$ cat src/rtl/frame_scheduler_pkg.sv
// rtl/frame_scheduler_pkg.sv - shared sizes, state encoding and slot constants for the frame scheduler
package frame_scheduler_pkg;

    localparam int NSLOT  = 16;
    localparam int WORD_W = 11;
    localparam int DIV_W  = 4;

    localparam logic [3:0] RTC_SLOT = 4'd0;

    typedef enum logic [1:0] {
        ST_IDLE,
        ST_LOAD,
        ST_SHIFT,
        ST_CLEAR
    } state_e;

endpackage

$ cat src/rtl/frame_scheduler_slot_serializer.sv
// rtl/frame_scheduler_slot_serializer.sv - per-slot shift register with bit counter and bit-period divider
module slot_serializer #(
    parameter int WORD_W = frame_scheduler_pkg::WORD_W,
    parameter int DIV_W  = frame_scheduler_pkg::DIV_W
) (
    input  logic              clk,
    input  logic              rst_n,
    input  logic              load,
    input  logic              shift_en,
    input  logic [WORD_W-1:0] par_data,
    input  logic [DIV_W-1:0]  div,
    output logic              msb,
    output logic              last_bit
);

    localparam int CNT_W = (WORD_W > 1) ? $clog2(WORD_W) : 1;

    logic [WORD_W-1:0] sr_q, sr_d;
    logic [CNT_W-1:0]  bit_q, bit_d;
    logic [DIV_W-1:0]  dcnt_q, dcnt_d;

    always_comb begin
        sr_d   = sr_q;
        bit_d  = bit_q;
        dcnt_d = dcnt_q;
        if (load) begin
            sr_d   = par_data;
            bit_d  = CNT_W'(WORD_W - 1);
            dcnt_d = div;
        end else if (shift_en) begin
            // A bit is held until the divider has counted down through zero.
            if (dcnt_q == '0) begin
                dcnt_d = div;
                sr_d   = {sr_q[WORD_W-2:0], 1'b0};
                if (bit_q != '0) begin
                    bit_d = bit_q - CNT_W'(1);
                end
            end else begin
                dcnt_d = dcnt_q - DIV_W'(1);
            end
        end
    end

    always_ff @(posedge clk) begin
        if (!rst_n) begin
            sr_q   <= '0;
            bit_q  <= '0;
            dcnt_q <= '0;
        end else begin
            sr_q   <= sr_d;
            bit_q  <= bit_d;
            dcnt_q <= dcnt_d;
        end
    end

    assign msb      = sr_q[WORD_W-1];
    assign last_bit = shift_en && (bit_q == '0) && (dcnt_q == '0);

endmodule

$ cat src/rtl/frame_scheduler.sv
// rtl/frame_scheduler.sv - per-tick frame sequencer serializing each enabled slot word MSB first
module frame_scheduler #(
    parameter int NSLOT  = frame_scheduler_pkg::NSLOT,
    parameter int WORD_W = frame_scheduler_pkg::WORD_W,
    parameter int DIV_W  = frame_scheduler_pkg::DIV_W
) (
    input  logic              clk,
    input  logic              rst_n,
    input  logic              tick,
    input  logic [NSLOT-1:0]  ch_mask,
    input  logic [DIV_W-1:0]  cfg_div,
    input  logic [WORD_W-1:0] par_data,
    input  logic              ovr_clr,
    output logic [3:0]        sel,
    output logic              load,
    output logic              sdo,
    output logic              sdo_valid,
    output logic              frame_start,
    output logic              frame_done,
    output logic              acc_clr,
    output logic              busy,
    output logic              overrun
);
    import frame_scheduler_pkg::*;

    state_e             state_q, state_d;
    logic [3:0]         slot_q, slot_d;
    logic [NSLOT-1:0]   mask_q, mask_d;
    logic [DIV_W-1:0]   div_q, div_d;
    logic               start_q, start_d;
    logic               ovr_q, ovr_d;

    logic               ser_shift;
    logic               ser_msb;
    logic               ser_last;

    logic               nxt_found;
    logic [3:0]         nxt_slot;
    logic [NSLOT-1:0]   enc_mask;
    int                 enc_floor;

    // Lowest enabled slot strictly above the current one; in IDLE the live mask is searched from slot 0.
    always_comb begin
        nxt_found = 1'b0;
        nxt_slot  = RTC_SLOT;
        enc_mask  = (state_q == ST_IDLE) ? ch_mask : mask_q;
        enc_floor = (state_q == ST_IDLE) ? 0 : int'(slot_q) + 1;
        for (int i = NSLOT - 1; i >= 0; i--) begin
            if (enc_mask[i] && (i >= enc_floor)) begin
                nxt_found = 1'b1;
                nxt_slot  = 4'(i);
            end
        end
    end

    always_comb begin
        state_d    = state_q;
        slot_d     = slot_q;
        mask_d     = mask_q;
        div_d      = div_q;
        start_d    = 1'b0;
        load       = 1'b0;
        sel        = 4'd0;
        sdo_valid  = 1'b0;
        frame_done = 1'b0;
        acc_clr    = 1'b0;
        ser_shift  = 1'b0;
        unique case (state_q)
            ST_IDLE: begin
                if (tick) begin
                    mask_d  = ch_mask;
                    div_d   = cfg_div;
                    start_d = 1'b1;
                    if (nxt_found) begin
                        state_d = ST_LOAD;
                        slot_d  = nxt_slot;
                    end else begin
                        state_d = ST_CLEAR;
                    end
                end
            end
            ST_LOAD: begin
                load    = 1'b1;
                sel     = slot_q;
                state_d = ST_SHIFT;
            end
            ST_SHIFT: begin
                sel       = slot_q;
                sdo_valid = 1'b1;
                ser_shift = 1'b1;
                if (ser_last) begin
                    if (nxt_found) begin
                        state_d = ST_LOAD;
                        slot_d  = nxt_slot;
                    end else begin
                        state_d = ST_CLEAR;
                    end
                end
            end
            ST_CLEAR: begin
                acc_clr    = 1'b1;
                frame_done = 1'b1;
                slot_d     = RTC_SLOT;
                state_d    = ST_IDLE;
            end
            default: state_d = ST_IDLE;
        endcase
    end

    // Set wins over clear; the CLEAR cycle already counts as busy.
    assign ovr_d = (ovr_q & ~ovr_clr) | (tick & (state_q != ST_IDLE));

    always_ff @(posedge clk) begin
        if (!rst_n) begin
            state_q <= ST_IDLE;
            slot_q  <= RTC_SLOT;
            mask_q  <= '0;
            div_q   <= '0;
            start_q <= 1'b0;
            ovr_q   <= 1'b0;
        end else begin
            state_q <= state_d;
            slot_q  <= slot_d;
            mask_q  <= mask_d;
            div_q   <= div_d;
            start_q <= start_d;
            ovr_q   <= ovr_d;
        end
    end

    slot_serializer #(
        .WORD_W (WORD_W),
        .DIV_W  (DIV_W)
    ) u_ser (
        .clk      (clk),
        .rst_n    (rst_n),
        .load     (load),
        .shift_en (ser_shift),
        .par_data (par_data),
        .div      (div_q),
        .msb      (ser_msb),
        .last_bit (ser_last)
    );

    assign sdo         = sdo_valid & ser_msb;
    assign busy        = (state_q != ST_IDLE);
    assign frame_start = start_q;
    assign overrun     = ovr_q;

endmodule

$ cat config.mk
export PLATFORM = sky130hd
export DESIGN_NAME = frame_scheduler
export DESIGN_NICKNAME = d
export VERILOG_FILES = /design/src/rtl/frame_scheduler_pkg.sv /design/src/rtl/frame_scheduler_slot_serializer.sv /design/src/rtl/frame_scheduler.sv
export SDC_FILE = /design/constraint.sdc
export NUM_CORES = 1
export LEC_CHECK = 0
export ABC_AREA = 1
export CORE_MARGIN = 3
export CORE_UTILIZATION = 52
export DETAILED_ROUTE_END_ITERATION = 6
export GPL_TIMING_DRIVEN = 0
export PLACE_DENSITY = 0.79
export SLEW_MARGIN = 20
export SYNTH_ARGS = -nofsm -noshare
export SYNTH_HDL_FRONTEND = slang
export SYNTH_SLANG_ARGS = --single-unit
export TNS_END_PERCENT = 20
$ cat constraint.sdc
create_clock -name clk -period 6.58 [get_ports clk]
set_input_delay 1.645 -clock clk [delete_from_list [all_inputs] [get_ports clk]]
set_output_delay 1.645 -clock clk [all_outputs]
set_load 0.05 [all_outputs]
==> results.ini, run 1 <==
[floorplanning]
num_rows = 25
die-width_um = 78.7
ioPinCount = 47
core-area_um2 = 4910
dieHeight_um = 78.7
dieArea_um2 = 6190
initial_core_util_pct = 55.9

[sta]
max-slew-margin-rel_pct = 56.9
tns_ns = 0
tightest_slew_ns = 0.644
holdWs_ns = 0.467
slew_violations = 0
setup_violations = 0
grt_setup_unrepaired = false
fmax_mhz = 246
finalClockSkew_ns = 0.00842
fin_crit_sh_pct = 61.9
timing.final.crit_period_ns = 4.07
hold_viol = 0

[worst_setup_path]
setup.worst_path.start_class = flip-flop
ff2ff_setup_slack_ns = 3.96
critPathMaxStageDelay_ns = 0.79
required_ns = 4.93
cp_max_fo = 10
crit_type = reg2out
cp-end-kind = output port
r2r_end = slot_q[1]
crit_chain = inv_1, ha_1, clkbuf_1, nand2_1, inv_1, clkdlybuf4s50_1
critPathArrivalTime_ns = 2.43
reg2reg_from = state_q[0]
reg2reg_depth = 15
cp_slowest_cell = clkdlybuf4s50_1
critPathMostFrequentCell = inv_1

[power]
leakagePower_nw = 1.50
ir_drop_mv = 0.231
p_per_area_nw_per_um2 = 464
power_mw = 1.56

[global_route]
grt_pass1_vias = 2717
antenna_found_initial = 0
grt_first_pass_wirelength_um = 12200
grt_overflow_total = 0
grt_usage_pct = 24.5
grt_start_max_net_pins = 15

[routing]
wl_per_cell_um = 13.1
drc = 0
ant_nets = 0
vias = 2832
vias_per_cell = 5.32
drt-pass1-iter-count = 6
drt_iter0_drc = 192
totalWireLength_um = 6970

[synthesis]
synth_seq_area_share_pct = 34.3
synth_nets = 455
synth-seq-cells = 47
synth_area_um2 = 2750
synthDistinctLibCells = 40
ys_warn_count = 0
syn_avg_cell_area_um2 = 6.67
synth_cells = 412

[min_path]
worstHoldStart = mask_q[10]
min_to = mask_q[10]
hold_path_depth = 2
hp-class = reg2reg

[job]
max_cap_viol_count = 0

[clocking]
cts_resized = 0
h-tree-depth = 2
clkTransAtPathRegs_ns = 0.09
cts_buffers = 5
cts_tree = built
cts_max_path_buffers = 2
cts_setup_buffers = 0
clock-sinks = 47
cts_root_buf = clkbuf_8
cts_hold_buffers = 0
clock_latency_ns = 0.31

[final_layout]
design_area_um2 = 3370
drive_above_1_share_pct = 9.46
syn_to_final_growth_pct = 22.8
final_cell_mix = nand2_1, dfxtp_1, inv_1, clkdlybuf4s50_1
final_common_cell = nand2_1
final_net_count = 508
diodes = 0
nFillCells = 454

[status]
status = completed

[placed_design]
port_buffers = 46
dp_hpwl_um = 5380
dpl-instance-area_um2 = 3290
gp_congestion = 0.915

==> synth_stat cells (all sizes together) <==
| library cell | count | area [µm²] |
|---|---|---|
| o221ai | 1 | 8.76 |
| o21ai | 38 | 194 |
| a221oi | 1 | 8.76 |
| inv | 55 | 209 |
| xnor2 | 1 | 8.76 |
| clkinv | 1 | 3.75 |
| nand2 | 122 | 493 |
| a211oi | 3 | 22.5 |
| clkbuf | 11 | 41.3 |
| dfxtp | 47 | 941 |
| nand4 | 4 | 25.0 |
| a31oi | 13 | 81.3 |
| a21oi | 14 | 73.8 |
| o211ai | 7 | 67.6 |
| buf | 4 | 21.3 |
| nor2 | 40 | 194 |
| nor3b | 1 | 7.51 |
| nor3 | 5 | 25.0 |
| ha | 8 | 100 |
| xor2 | 1 | 8.76 |
| o221a | 1 | 11.3 |
| o22ai | 3 | 25.0 |
| o21bai | 1 | 7.51 |
| nand3 | 30 | 168 |
==> metal layers <==
layer  global-route usage [%]  up-vias  wire length (µm)
met2                     39.5      100              3170
met5                        0        -                 0
met4                     6.99        0                91
li1                         -     1444                 -
met3                     5.16       11               456
met1                     32.9     1277              3250
==> layout make-up <==
type | count | area [µm²] | share of cell area (%)
Tap cell | 67 | 83.8 | 2.49
Sequential cell | 47 | 941 | 27.9
Clock inverter | 2 | 13.8 | 0.408
Clock buffer | 5 | 68.8 | 2.04
Inverter | 56 | 213 | 6.31
Buffer | 15 | 62.6 | 1.85
Multi-Input combinational cell | 294 | 1530 | 45.4
Timing Repair Buffer | 46 | 460 | 13.6
==> critical path: cells and delay by family, from the launching register on <==
| kind | cells | cell delay, ns |
|---|---|---|
| buffers and inverters | 4 | 1.34 |
| AND/OR/NAND/NOR | 1 | 0.09 |
| adder cells (fa/ha/maj) | 1 | 0.30 |
| flip-flops | 1 | 0.39 |
==> state kept, by name, indices dropped and copies added (netlist names), 2 cells and up <==
register / cells
mask_q: 16
slot_q: 4
u_ser.sr_q: 11
u_ser.dcnt_q: 4
u_ser.bit_q: 4
div_q: 4
state_q: 2
==> cell families after synthesis <==
family          synth area share [%]
simple gates                    33.2
compound gates                  18.2
buf+inv                         10.0
flops                           34.3
fa+ha+maj                       3.64
xor+xnor                       0.638
==> report_power, final <==
group          leakage (nW)  total (mW)  internal, mW  switching, mW
sequential            0.386       0.415         0.366         0.0488
combinational          1.07       0.978         0.320          0.659
clock                0.0440       0.171        0.0728         0.0981
==> worst max-delay path by stage <==
| stage | slack (ns) | cells after the start | start | end |
|---|---|---|---|---|
| 2_1_floorplan | 3.57 | 5 | state_q[0] | sel[0] |
| 3_3_place_gp | 2.85 | 6 | state_q[0] | sel[1] |
| 3_5_place_dp | 2.82 | 6 | state_q[0] | sel[2] |
| 4_1_cts | 2.49 | 6 | state_q[0] | sel[1] |
| 5_1_grt | 2.32 | 6 | state_q[0] | sel[1] |
| 6_report | 2.51 | 6 | state_q[0] | sel[1] |
==> metrics by stage <==
step           utilization (%)  instances  setup slack, ns
6_report                  68.7        532             2.51
4_1_cts                   68.7        532             2.49
5_1_grt                   68.7        532             2.32
2_1_floorplan                -        412             3.57
3_3_place_gp              67.0        525             2.85
3_5_place_dp              67.0        525             2.82
(Power assumes the default switching activity.)
==> inputs of run 2 (changes only) <==
==> constraint.sdc (replaced) <==
create_clock -name clk -period 3.96 [get_ports clk]
set_input_delay 0.99 -clock clk [delete_from_list [all_inputs] [get_ports clk]]
set_output_delay 0.99 -clock clk [all_outputs]
set_load 0.05 [all_outputs]
==> results of run 2 <==
The final DEF is identical to that of run 1. Status: completed.
Among the figures that moved: setup slack after placement 2.82 ns -> 0.855 ns; setup slack after layout 2.51 ns -> 0.544 ns; register-to-register setup slack 3.96 ns -> 1.34 ns; total power 1.56 mW -> 2.60 mW; worst IR drop on VDD 0.231 mV -> 0.385 mV
==> inputs of run 3 (changes only) <==
--- a/config.mk
+++ b/config.mk
@@ -6,7 +6,6 @@
 export NUM_CORES = 1
 export LEC_CHECK = 0
 export ABC_AREA = 1
-export CORE_MARGIN = 3
 export CORE_UTILIZATION = 52
 export DETAILED_ROUTE_END_ITERATION = 6
 export GPL_TIMING_DRIVEN = 0
==> results.ini, run 3 (synthesized netlist as in run 1, its figures left out) <==
[final_layout]
largest_reg_flops = 16  ; unchanged
final_common_cell = nand2_1
final_cell_mix = nand2_1, dfxtp_1, inv_1, clkdlybuf4s50_1
drive_above_1_share_pct = 9.44  ; -0.020 points
final_net_count = 508  ; unchanged
instances_no_fill = 536  ; +0.75%
top_register = mask_q
reg.largest.list = mask_q x16, u_ser.sr_q x11
diodes = 0  ; unchanged
syn_to_final_growth_pct = 23.2
nFillCells = 480  ; +5.7%

[status]
violations = design-rule violations
status = finished with violations

[global_route]
grt_usage_pct = 26.3  ; +1.8 points
grt_start_max_net_pins = 16  ; +1
grt_overflow_total = 0  ; unchanged
grt_first_pass_wirelength_um = 11100  ; -9.2%
antenna_found_initial = 0  ; unchanged
grt_pass1_vias = 2435  ; -10%

[power]
p_per_area_nw_per_um2 = 769
power_frac_seq_pct = 26.4  ; about the same
ir_drop_mv = 0.370
comb_power_share_pct = 62.1  ; -0.5 points
switching_share_pct = 51.4
power_frac_clock_pct = 11.5  ; +0.6 points
p_sw_mw = 1.34
leakagePower_nw = 1.50  ; -0.14%
internal-power_mw = 1.27

[sta]
setup_violations = 0  ; unchanged
fin_crit_sh_pct = 86.0
hold_viol = 0  ; unchanged
finalClockSkew_ns = 0.00691  ; -0.00151 ns
grt_setup_unrepaired = false
max-slew-margin-rel_pct = 60.9  ; +4.1 points
slew_violations = 0  ; unchanged
tns_ns = 0  ; unchanged
tightest_slew_ns = 0.584  ; -0.0607 ns
holdWs_ns = 0.463  ; -0.00353 ns
timing.final.crit_period_ns = 3.41
fmax_mhz = 294

[routing]
drc = 1  ; +1
totalWireLength_um = 6690  ; -4.0%
drt_iter0_drc = 214  ; +11%
ant_nets = 0  ; unchanged
vias_per_cell = 5.21  ; -2.0%
drt-pass1-iter-count = 7  ; +1
vias = 2795  ; -1.3%
wl_per_cell_um = 12.5  ; -4.7%

[clocking]
cts_resized = 0  ; unchanged
cts_hold_buffers = 0  ; unchanged
cts_tree = built
cts_buffers = 5  ; unchanged
h-tree-depth = 2  ; unchanged
cts_max_path_buffers = 2  ; unchanged
clock-sinks = 47  ; unchanged
cts_root_buf = clkbuf_8
clock_latency_ns = 0.31  ; about the same
clkTransAtPathRegs_ns = 0.09  ; about the same
cts_setup_buffers = 0  ; unchanged

[worst_setup_path]
r2r_end = slot_q[1]
setup.worst_path.start_class = flip-flop
critPathArrivalTime_ns = 2.42  ; about the same
cp_max_fo = 10  ; unchanged
reg2reg_from = state_q[0]
required_ns = 2.97
crit_type = reg2out
ff2ff_setup_slack_ns = 1.42
reg2reg_depth = 18  ; +3
cp-end-kind = output port

[floorplanning]
dieArea_um2 = 5580  ; -9.9%
ioPinCount = 47  ; unchanged
core-area_um2 = 5110  ; +4.0%
dieHeight_um = 74.7  ; -5.1%
die-width_um = 74.7  ; -5.1%
initial_core_util_pct = 53.8  ; -2.2 points
num_rows = 26  ; +4.0%

[placed_design]
dp_hpwl_um = 5190  ; -3.5%
dp.cells = 528  ; +0.57%
port_buffers = 46  ; unchanged
gp_congestion = 0.933  ; +2.0%

[job]
max_cap_viol_count = 0  ; unchanged

[min_path]
hp-class = reg2reg
worstHoldStart = mask_q[11]
hold_path_depth = 2  ; unchanged
min_to = mask_q[11]

-- run 3: how the worst max path moves through the flow --
stage                     startpoint     end  cells past startpoint
final                     state_q[0]  sel[2]                      6
after global placement    state_q[0]    busy                      5
after CTS                 state_q[0]  sel[2]                      6
after detailed placement  state_q[0]  sel[2]                      6
after global routing      state_q[0]  sel[3]                      6
after floorplan           state_q[0]  sel[0]                      5
-- run 3: final cells by class --
cell class                      instances  area (µm²)  area share (%)
Tap cell                               70        87.6            2.59
Buffer                                 15        62.6            1.85
Multi-Input combinational cell        294        1530            45.2
Inverter                               56         213            6.29
Clock buffer                            6        72.6            2.14
Timing Repair Buffer                   46         460            13.6
Sequential cell                        47         941            27.8
Clock inverter                          2        16.3           0.481
-- run 3: metrics by stage --
stage | total power, mW | utilization [%] | setup slack [ns] | area [µm²]
final | 2.60 | 66.2 | 0.553 | 3380
after global routing | 2.83 | 66.2 | 0.347 | 3380
after CTS | 2.59 | 66.2 | 0.538 | 3380
after detailed placement | 2.29 | 64.5 | 0.868 | 3290
after global placement | 2.26 | 64.5 | 0.913 | 3290
after floorplan | 1.91 | - | 1.60 | 2750
-- run 3: metal layers --
metal	routed length [µm]	vias up	track usage (%)
li1	-	1442	-
met3	317	13	3.48
met2	3080	88	43.4
met1	3160	1252	35.0
met5	0	-	0
met4	141	0	10.1
-- run 3: worst max-delay path, stage by stage (launching register included) --
cell             delay [ns]
dfxtp_1                0.38
inv_1                  0.11
ha_1                   0.31
clkbuf_1               0.35
nand2_1                0.10
inv_1                  0.07
clkdlybuf4s50_1        0.79
-- run 3: power by group through the flow --
| stage | sequential (mW) | clock, mW | combinational, mW |
|---|---|---|---|
| 3_5_place_dp | 0.695 | 0 | 1.60 |
| 4_1_cts | 0.685 | 0.300 | 1.61 |
| 2_1_floorplan | 0.694 | 0 | 1.21 |
| 6_report | 0.687 | 0.301 | 1.62 |
| 5_1_grt | 0.700 | 0.321 | 1.81 |
| 3_3_place_gp | 0.692 | 0 | 1.57 |
==> patch (config.mk and constraints of run 1) <==
The package constant `WORD_W` goes from 11 to 15.
--- a/src/rtl/frame_scheduler_pkg.sv
+++ b/src/rtl/frame_scheduler_pkg.sv
@@ -3,5 +3,5 @@
 
     localparam int NSLOT  = 16;
-    localparam int WORD_W = 11;
+    localparam int WORD_W = 15;
     localparam int DIV_W  = 4;
 
Interface: changed (resized par_data); port bits go from 47 to 51. The function was not compared with the original's and may differ.
==> patch against run 1 <==
  * Critical path depth unchanged
  * Maximum frequency decreased by 3.4%
  * Total power increased by 10%
  * Synthesized area increased by 5.3%
  * Count of clock-buffer cells in the layout increased by 1
  * Die area increased by 4.9%
  * Register-to-register slack improved by 0.08 ns
  * Utilization increased by 0.065 points
  * Sequential cell count increased by 4
  * Setup slack got worse by 0.14 ns
  * Wire length increased by 2.3%
  * Non-clock buffer count increased by 8
  * Final area increased by 6.8%
  * Largest power group unchanged
==> patch: results <==
group,metric,value,unit
status,status,"completed",
power,vdd_drop_max,0.241,mV
sta,finClkSkew,0.00513,ns
sta,tightest_slew,0.589,ns
finish,largestRegisters,"mask_q (16), u_ser.sr_q (15)",
clock_network,cts_buffers,5,
finish,drive_gt1_share,9.34,%
route,firstDrtPassIters,4,
route,drt-total-wl,7.13,mm
placement,place.gp.congestion,0.927,
grt,use_met1,33.0,%
finish,final_nets,528,
placement,hpwl,5.46,mm
worst_setup_path,max_stage_delay,0.84,ns
placement,portBuffers,50,
logic_synthesis,syn_nets,471,
logic_synthesis,synthTopCellsByArea,"dfxtp_1 (35%), nand2_1 (18%), o21ai_0 (5.7%)",
clock_network,htree_levels,2,
logic_synthesis,synth_compound_area_share,19.0,%
grt,met2_usage,37.3,%
route,vias_per_cell,5.28,
power,swShare,49.9,%
grt,grt_max_degree,17,
logic_synthesis,yosysUniqueCellTypes,48,
clock_network,postCtsSetupBuffers,0,
grt,grt_pass1_wl,12.1,mm
grt,grt_pass1_vias,2630,
route,drt_iter0_drc,150,
logic_synthesis,synthAdderAreaFrac,3.46,%
worst_setup_path,arrival,2.57,ns
logic_synthesis,synth_xor_area_share,0.606,%
power,leakage,1.61,nW
grt,grt_use_met3,4.26,%
finish,fin_cells,552,
logic_synthesis,postSynthAreaPerCell,6.82,um^2
placement,dp_cells,544,
logic_synthesis,synth_common_cells,"nand2_1 (139), dfxtp_1 (51), inv_1 (35)",
clock_network,cts_resized,0,
grt,grtUsageTotal,23.7,%
logic_synthesis,synth-seq-area-share,35.3,%
[patch: power by group through the flow]
stage / clock [mW] / sequential (mW) / combinational [mW]
2_1_floorplan: 0 / 0.451 / 0.774
3_3_place_gp: 0 / 0.450 / 1.01
3_5_place_dp: 0 / 0.453 / 1.03
4_1_cts: 0.238 / 0.447 / 1.03
5_1_grt: 0.250 / 0.456 / 1.16
6_report: 0.237 / 0.446 / 1.04
[patch: critical path, delay by kind of cell (launching register included)]
family	cells	cell delay, ns
adder cells (fa/ha/maj)	1	0.28
buffers and inverters	5	1.54
flip-flops	1	0.43
[patch: per-stage QoR]
stage	cell area [um^2]	total power [mW]	util, %	setup WS, ns
after floorplan	2890	1.22	-	3.57
after global placement	3480	1.46	66.4	2.70
after detailed placement	3480	1.48	66.4	2.70
after CTS	3600	1.72	68.8	2.35
after global routing	3600	1.87	68.8	2.21
final	3600	1.72	68.8	2.37
[patch: routing by layer]
| metal | part of all wire, % | up-vias |
|---|---|---|
| met5 | 0 | - |
| met4 | 0.91 | 0 |
| met3 | 6.8 | 7 |
| met2 | 45 | 98 |
| met1 | 48 | 1297 |
| li1 | - | 1511 |
[patch: final cells by class]
cell class	instances	area [um^2]
fillers	478	1640
multi-input cells	309	1620
well taps	70	87.6
flip-flops and latches	51	1020
clock inverters	2	38.8
clock buffers	6	82.6
repair buffers	50	500
inverters	45	173
plain buffers	19	81.3
[patch: worst paths after layout]
| kind | startpoint | cells after the start | endpoint | slack [ns] |
|---|---|---|---|---|
| max | state_q[0] | 6 | busy | 2.37 |
| max reg2reg | state_q[0] | 18 | slot_q[2] | 4.04 |
| min | div_q[1] | 2 | div_q[1] | 0.46 |
| min reg2reg | div_q[1] | 2 | div_q[1] | 0.46 |
